$ cat src/rtl/mul_share_arbiter.sv
// Round-robin share of one external combinational W x W multiplier between two
// requesters; operands and product are registered, results return tagged with the requester.
module mul_share_arbiter #(
    parameter int W     = 4,
    parameter int CNT_W = 8
) (
    input  logic             clk,
    input  logic             rst_n,
    input  logic             ena,
    input  logic [1:0]       req_valid,
    output logic [1:0]       req_ready,
    input  logic [W-1:0]     req0_a,
    input  logic [W-1:0]     req0_b,
    input  logic [W-1:0]     req1_a,
    input  logic [W-1:0]     req1_b,
    output logic [W-1:0]     mul_a,
    output logic [W-1:0]     mul_b,
    input  logic [2*W-1:0]   mul_p,
    output logic             res_valid,
    input  logic             res_ready,
    output logic [2*W-1:0]   res_p,
    output logic             res_id,
    output logic             busy,
    output logic [CNT_W-1:0] ops_count
);

    typedef enum logic [1:0] {
        ST_IDLE = 2'd0,
        ST_CALC = 2'd1,
        ST_DONE = 2'd2
    } state_t;

    state_t             state_q, state_d;
    logic               last_grant_q, last_grant_d;
    logic [W-1:0]       mul_a_q, mul_a_d;
    logic [W-1:0]       mul_b_q, mul_b_d;
    logic [2*W-1:0]     res_p_q, res_p_d;
    logic               res_id_q, res_id_d;
    logic               res_valid_q, res_valid_d;
    logic               busy_q, busy_d;
    logic [CNT_W-1:0]   ops_count_q, ops_count_d;

    logic               grant_vld_s;
    logic               grant_s;

    // Arbitration: a tie goes to the requester that did not win last time.
    always_comb begin
        grant_vld_s = 1'b0;
        grant_s     = 1'b0;
        if ((state_q == ST_IDLE) && ena) begin
            case (req_valid)
                2'b01: begin
                    grant_vld_s = 1'b1;
                    grant_s     = 1'b0;
                end
                2'b10: begin
                    grant_vld_s = 1'b1;
                    grant_s     = 1'b1;
                end
                2'b11: begin
                    grant_vld_s = 1'b1;
                    grant_s     = ~last_grant_q;
                end
                default: begin
                    grant_vld_s = 1'b0;
                    grant_s     = 1'b0;
                end
            endcase
        end else begin
            grant_vld_s = 1'b0;
            grant_s     = 1'b0;
        end
    end

    // Next-state and datapath updates for the IDLE/CALC/DONE sequence.
    always_comb begin
        state_d      = state_q;
        last_grant_d = last_grant_q;
        mul_a_d      = mul_a_q;
        mul_b_d      = mul_b_q;
        res_p_d      = res_p_q;
        res_id_d     = res_id_q;
        res_valid_d  = res_valid_q;
        ops_count_d  = ops_count_q;
        case (state_q)
            ST_IDLE: begin
                if (grant_vld_s) begin
                    mul_a_d      = grant_s ? req1_a : req0_a;
                    mul_b_d      = grant_s ? req1_b : req0_b;
                    res_id_d     = grant_s;
                    last_grant_d = grant_s;
                    state_d      = ST_CALC;
                end else begin
                    state_d      = ST_IDLE;
                end
            end
            ST_CALC: begin
                res_p_d     = mul_p;
                res_valid_d = 1'b1;
                state_d     = ST_DONE;
            end
            ST_DONE: begin
                if (res_valid_q && res_ready) begin
                    res_valid_d = 1'b0;
                    ops_count_d = ops_count_q + CNT_W'(1);
                    state_d     = ST_IDLE;
                end else begin
                    state_d     = ST_DONE;
                end
            end
            default: begin
                res_valid_d = 1'b0;
                state_d     = ST_IDLE;
            end
        endcase
        busy_d = (state_d != ST_IDLE);
    end

    // State and datapath registers.
    always_ff @(posedge clk or negedge rst_n) begin
        if (!rst_n) begin
            state_q      <= ST_IDLE;
            last_grant_q <= 1'b1;
            mul_a_q      <= '0;
            mul_b_q      <= '0;
            res_p_q      <= '0;
            res_id_q     <= 1'b0;
            res_valid_q  <= 1'b0;
            busy_q       <= 1'b0;
            ops_count_q  <= '0;
        end else begin
            state_q      <= state_d;
            last_grant_q <= last_grant_d;
            mul_a_q      <= mul_a_d;
            mul_b_q      <= mul_b_d;
            res_p_q      <= res_p_d;
            res_id_q     <= res_id_d;
            res_valid_q  <= res_valid_d;
            busy_q       <= busy_d;
            ops_count_q  <= ops_count_d;
        end
    end

    assign req_ready = grant_vld_s ? (grant_s ? 2'b10 : 2'b01) : 2'b00;
    assign mul_a     = mul_a_q;
    assign mul_b     = mul_b_q;
    assign res_valid = res_valid_q;
    assign res_p     = res_p_q;
    assign res_id    = res_id_q;
    assign busy      = busy_q;
    assign ops_count = ops_count_q;

endmodule

$ cat config.mk
export PLATFORM = sky130hd
export DESIGN_NAME = mul_share_arbiter
export DESIGN_NICKNAME = d
export VERILOG_FILES = /design/src/rtl/mul_share_arbiter.sv
export SDC_FILE = /design/constraint.sdc
export NUM_CORES = 1
export LEC_CHECK = 0
export CAP_MARGIN = 20
export CELL_PAD_IN_SITES_DETAIL_PLACEMENT = 1
export CELL_PAD_IN_SITES_GLOBAL_PLACEMENT = 1
export CORE_UTILIZATION = 31
export CTS_CLUSTER_SIZE = 30
export DETAILED_ROUTE_END_ITERATION = 8
export PLACE_DENSITY = 0.85
export SLEW_MARGIN = 25
export SYNTH_ARGS = -nofsm -noshare
export SYNTH_HDL_FRONTEND = slang
export SYNTH_SLANG_ARGS = --single-unit
$ cat constraint.sdc
create_clock -name clk -period 1.5 [get_ports clk]
set_clock_uncertainty 0.05 [all_clocks]
set_input_delay 0.3 -clock clk [delete_from_list [all_inputs] [get_ports clk]]
set_output_delay 0.3 -clock clk [all_outputs]
set_load 0.005 [all_outputs]
; ---- Word level (Yosys, flattened, before mapping)
; Cells that the tools add are included.
[totals]
regBits = 30
latchBits = 0
ram_bits = 0
mem_bits_ro = 0
in_bits = 30
output_inout_bits = 29
elab_cells = 39
mem_count = 0
[classes]
n_addsub = 1
n_mul = 0
n_div = 0
magnitude_cmp = 0
n_eq_ne = 6
shift = 0
mux = 13
bitwise = 2
reduce_logical = 8
[op_table]
columns = op, n
row1 = "adder 8 x 1 -> 8 bit, second input constant", 1
row2 = 2-to-1 mux 4 bit, 2
row3 = "== test 2 bit, second input constant", 3
row4 = 2-to-1 mux 2 bit, 3
row5 = one-hot mux 2 bit (3 select lines), 1
row6 = AND reduction 2 bit, 3
row7 = 2-to-1 mux 1 bit, 5
row8 = "== test 2 x 1 -> 1 bit, second input constant", 2
row9 = one-hot mux 1 bit (3 select lines), 1
row10 = OR reduction 3 bit, 1
row11 = logical AND 1 bit, 2
row12 = logical NOT 2 bit, 1
row13 = "!= test 2 bit, second input constant", 1
row14 = NOT 1 bit, 2
row15 = one-hot mux 1 bit (2 select lines), 1
row16 = nonzero test 2 bit, 1

; ---- Logic depth before layout (Yosys ltp)
[depth]
word_depth = 7
ltp_mapped = 4
depth_no_buf = 3

; ---- Worst setup path before layout
; OpenSTA, ideal clock, no wires.
[synth_path]
kind = register to output
start = register last_grant_q
end = output req_ready[0]
arrival_time_ns = 1.045
t_required_ns = 1.150
path_slack_ns = 0.105
path_stages_with_launch = 4
path_buffers = 1
path_cell_list = dfstp_2 > nand2b_1 > clkbuf_1 > and3_1
[synth_via]
elab_chain_len = 5
[synth_lines]
columns = item, line
row1 = start: declaration, 34  ; logic last_grant_q, last_grant_d;
row2 = start signal: assignment, 133  ; last_grant_q <= last_grant_d;
row3 = NOT 1 bit, 62  ; grant_s = ~last_grant_q;
row4 = one-hot mux 1 bit (2 select lines), 51  ; case (req_valid)
row5 = 2-to-1 mux 1 bit, 50  ; if ((state_q == ST_IDLE) && ena) begin
row6 = 2-to-1 mux 2 bit (2 in series), 144  ; assign req_ready = grant_vld_s ? (grant_s ? 2'b10 : 2'b01) : 2'b00;
row7 = end: declaration, 11  ; output logic [1:0] req_ready,
; No other way between the ends.

; ---- Final worst setup path
[layout_path]
start = register state_q[0]
end = output req_ready[0]
[layout_via]
elab_chain_len = 5
word_cells_on_any_way = 6
classes_between = 4 x mux / 2 x reduce/logical
[layout_lines]
columns = item, line
row1 = start: declaration, 33  ; state_t state_q, state_d;
row2 = start signal: assignment, 132  ; state_q <= state_d;
row3 = logical NOT 2 bit *, 50
row4 = logical AND 1 bit *, 50
row5 = 2-to-1 mux 1 bit, 50
row6 = 2-to-1 mux 2 bit, 144
row7 = 2-to-1 mux 2 bit *, 144
; Every way passes the cells marked *; elsewhere a longest branch is shown, timed or not.

==> summary.txt <==
status = finished, violations left
violated checks = setup timing
Simple-Gate Fraction of Synth Area = 14.8%
WP data required = 1150 ps
combinational share of power = 48.1%
post-layout util = 59.5%
most common cell after layout, fill and taps aside = clkdlybuf4s50_1
final instance area = 2380 um^2
Synth cell types = 31
Sw Ratio = 30.0%
Adder-Cell Fraction of Synth Area = 0.965%
global route overflow = 0
Reg clk slew, reported paths = 60 ps
Synth Net Count = 129
detailed placer's ending HPWL = 2710 um
Int Pwr = 2.63 mW
I/O Pins = 59
Worst Max-Slew Pin Slew = 192 ps
die height = 66.7 um
Post-CTS Hold Fix Bufs = 0
Reg2Reg Depth = 6
most frequent CP cell = buf_6
Power Dens Cells = 1580 nW/um^2
# setup viols final = 16
R2R Path Start = state_q[1]
clk buf depth = 2
commonest cells after routing, fill and taps aside = 31 x clkdlybuf4s50_1, 29 x dfrtp_1, 26 x buf_4
max_cap viols = 0
top_reg_cell synth = dfrtp_1
Post-Syn Area per Cell = 13.2 um^2
H-tree depth = 2
Worst Slack Setup Final = -185 ps
Crit path max-delay family = simple AND/OR/NAND/NOR gates
WL final = 3970 um
crit-path cells = nor3b_4, buf_6, and3_4, buf_6
CTS root buf = clkbuf_8
Flop pwr share = 36.1%
initial antenna violation count = 0
mux share of post-synthesis cell area = 7.82%
via count = 1168
worst reg-to-reg setup slack = -80 ps
largest family of logic cells by synthesized area = simple AND/OR/NAND/NOR gates
FF+latch count, synth = 30
layout cells sized above 1 = 31.9%
post-synthesis cell count = 98
Tmin final = 1680 ps
Startpoint Class = flop
CP Class = flop to output port
WP buf/inv = 2
area grow syn2layout = 83.7%
synthesized area = 1300 um^2
Final Hold Viols = 0
core outline area = 4000 um^2
num rows = 23
# clock sinks = 30
vias in the first global route = 1287
# DRC = 0
Worst Path Max Fanout = 2
overall power = 3.75 mW
Post-synth ARST share = 100%
largest net degree at the start of global routing = 31
Max-slew headroom = 87.2%
Peak supply drop = 0.000660 V
count of buffers from port buffering = 58
pre-CTS setup slack = -694 ps
slowest CP cell = dfrtp_1
die span in x = 66.7 um
R2R Path End = res_p[3]
Largest stage delay, worst path = 400 ps
GPL Wtd Cong = 0.718
min-delay worst type = input port to asynchronous set/reset pin
Initial Utilization = 32.4%
Slew Limit Fails = 0
wire per inst = 16.5 um
Compound-Gate Fraction of Synth Area = 10.4%
WP data arrival = 1330 ps
fmax = 594 MHz
drt via density = 4.85
worst-skew pair later-pin latency = 270 ps
Final period util = 112%
clock share of power = 15.8%
synthesis warning total = 0
Num CTS Buffers = 5
GRT Overall Usage = 18.8%
P_sw = 1.13 mW
first-pass GRT wire length = 6120 um
Die ar. = 4440 um^2
ANT cells = 0
Leakage Power = 1.21 nW
Final ANT Viol Nets = 0
CP Capture Type = output port
Post-Synth XOR/XNOR Area = 4.73%
Filler Cells Inserted = 406
Final #Nets = 222
number of enable flip-flop cells after synthesis = 0
area leader, netlist = dfrtp_1
largest cells by area after synthesis = dfrtp_1 56%, mux2_2 7.8%, o221a_1 5.2%, nand4b_1 4.7%, xnor2_1 4.1%
Yosys top cell area share = 56.0%
Iter 0 DRT Violations = 24
RSZ-0062 raised after global routing = yes
drt pass-1 iters = 4
Placed Area = 2060 um^2
CTS tree = yes
register area share after synthesis = 58.0%
-- cell families (layout without fill, tap and decap cells) --
kind of cell,Yosys count,count (layout)
adders and majority gates,1,1
xor gates and xnor gates,7,7
buffers and inverters,9,102
DFF,30,30
muxes,9,9
AOI/OAI and AO/OA,15,15
and+or+nand+nor,27,27
-- cell usage after synthesis, drive strengths merged, types with 2 or more instances --
| cell | count |
|---|---|
| dfrtp | 29 |
| mux2 | 9 |
| nand4b | 7 |
| o221a | 7 |
| xnor2 | 6 |
| buf | 5 |
| nand4 | 4 |
| inv | 3 |
| nand2 | 3 |
| nor2b | 3 |
| and3 | 2 |
| nand3 | 2 |
| o21a | 2 |
| o21ai | 2 |
-- state kept, by name, summed over array words and instances, names as in the netlist --
name	count
ops_count	8
res_p	8
mul_a	4
mul_b	4
state_q	2
busy	1
last_grant_q	1
res_id	1
res_valid	1
-- worst reg2reg max path, delay by kind of cell (launching register included) --
family | cells | cell delay (ps)
simple gates | 1 | 150
flops | 1 | 410
buf+inv | 4 | 520
mux | 1 | 330
-- worst max path at each step --
stage / startpoint / end / slack (ps) / depth (start not counted)
after CTS: state_q[0] / req_ready[0] / -170 / 4
after floorplan: last_grant_q / req_ready[0] / 110 / 3
after detailed placement: ena / req_ready[0] / -690 / 4
after global placement: ena / req_ready[0] / -630 / 4
after global routing: state_q[0] / req_ready[0] / -230 / 4
final: state_q[0] / req_ready[0] / -180 / 4
-- per-layer routing --
metal / GRT usage, % / up-vias / share of wire [%]
met1: 20.6 / 565 / 38
met3: 5.65 / 8 / 6.9
met2: 33.3 / 49 / 53
li1: - / 546 / -
met4: 7.98 / 0 / 1.8
met5: 0 / - / 0
-- final cells by class --
type | count | area, um^2 | share of cell area, %
sequential | 30 | 752 | 31.6
multi-input combinational | 59 | 583 | 24.5
tap | 50 | 62.6 | 2.63
timing repair buffer | 92 | 896 | 37.6
inverter | 3 | 11.3 | 0.473
clock buffer | 7 | 76.3 | 3.21
-- stage by stage --
stage	instances	TNS, ps	hold slack (ps)
finish	241	-1110	333
global route	241	-2050	359
CTS	237	-302	336
detailed placement	219	-6290	424
global placement	219	-5050	409
floorplan	98	0	-45.6
-- power groups by stage --
stage | clock (mW) | combinational (mW) | sequential, mW
6_report | 0.592 | 1.81 | 1.35
5_1_grt | 0.641 | 1.95 | 1.40
4_1_cts | 0.610 | 1.65 | 1.35
3_5_place_dp | 0 | 1.58 | 1.39
3_3_place_gp | 0 | 1.51 | 1.36
2_1_floorplan | 0 | 0.524 | 1.40
-- repair_timing --
| item | CTS | global route |
|---|---|---|
| pin swaps | 4 | 7 |
| buffers inserted | 13 | 5 |
| setup endpoints to repair | 26 | 36 |
| gates cloned | 0 | 0 |
| resized for setup | 24 | 35 |
(Power assumes the default switching activity.)
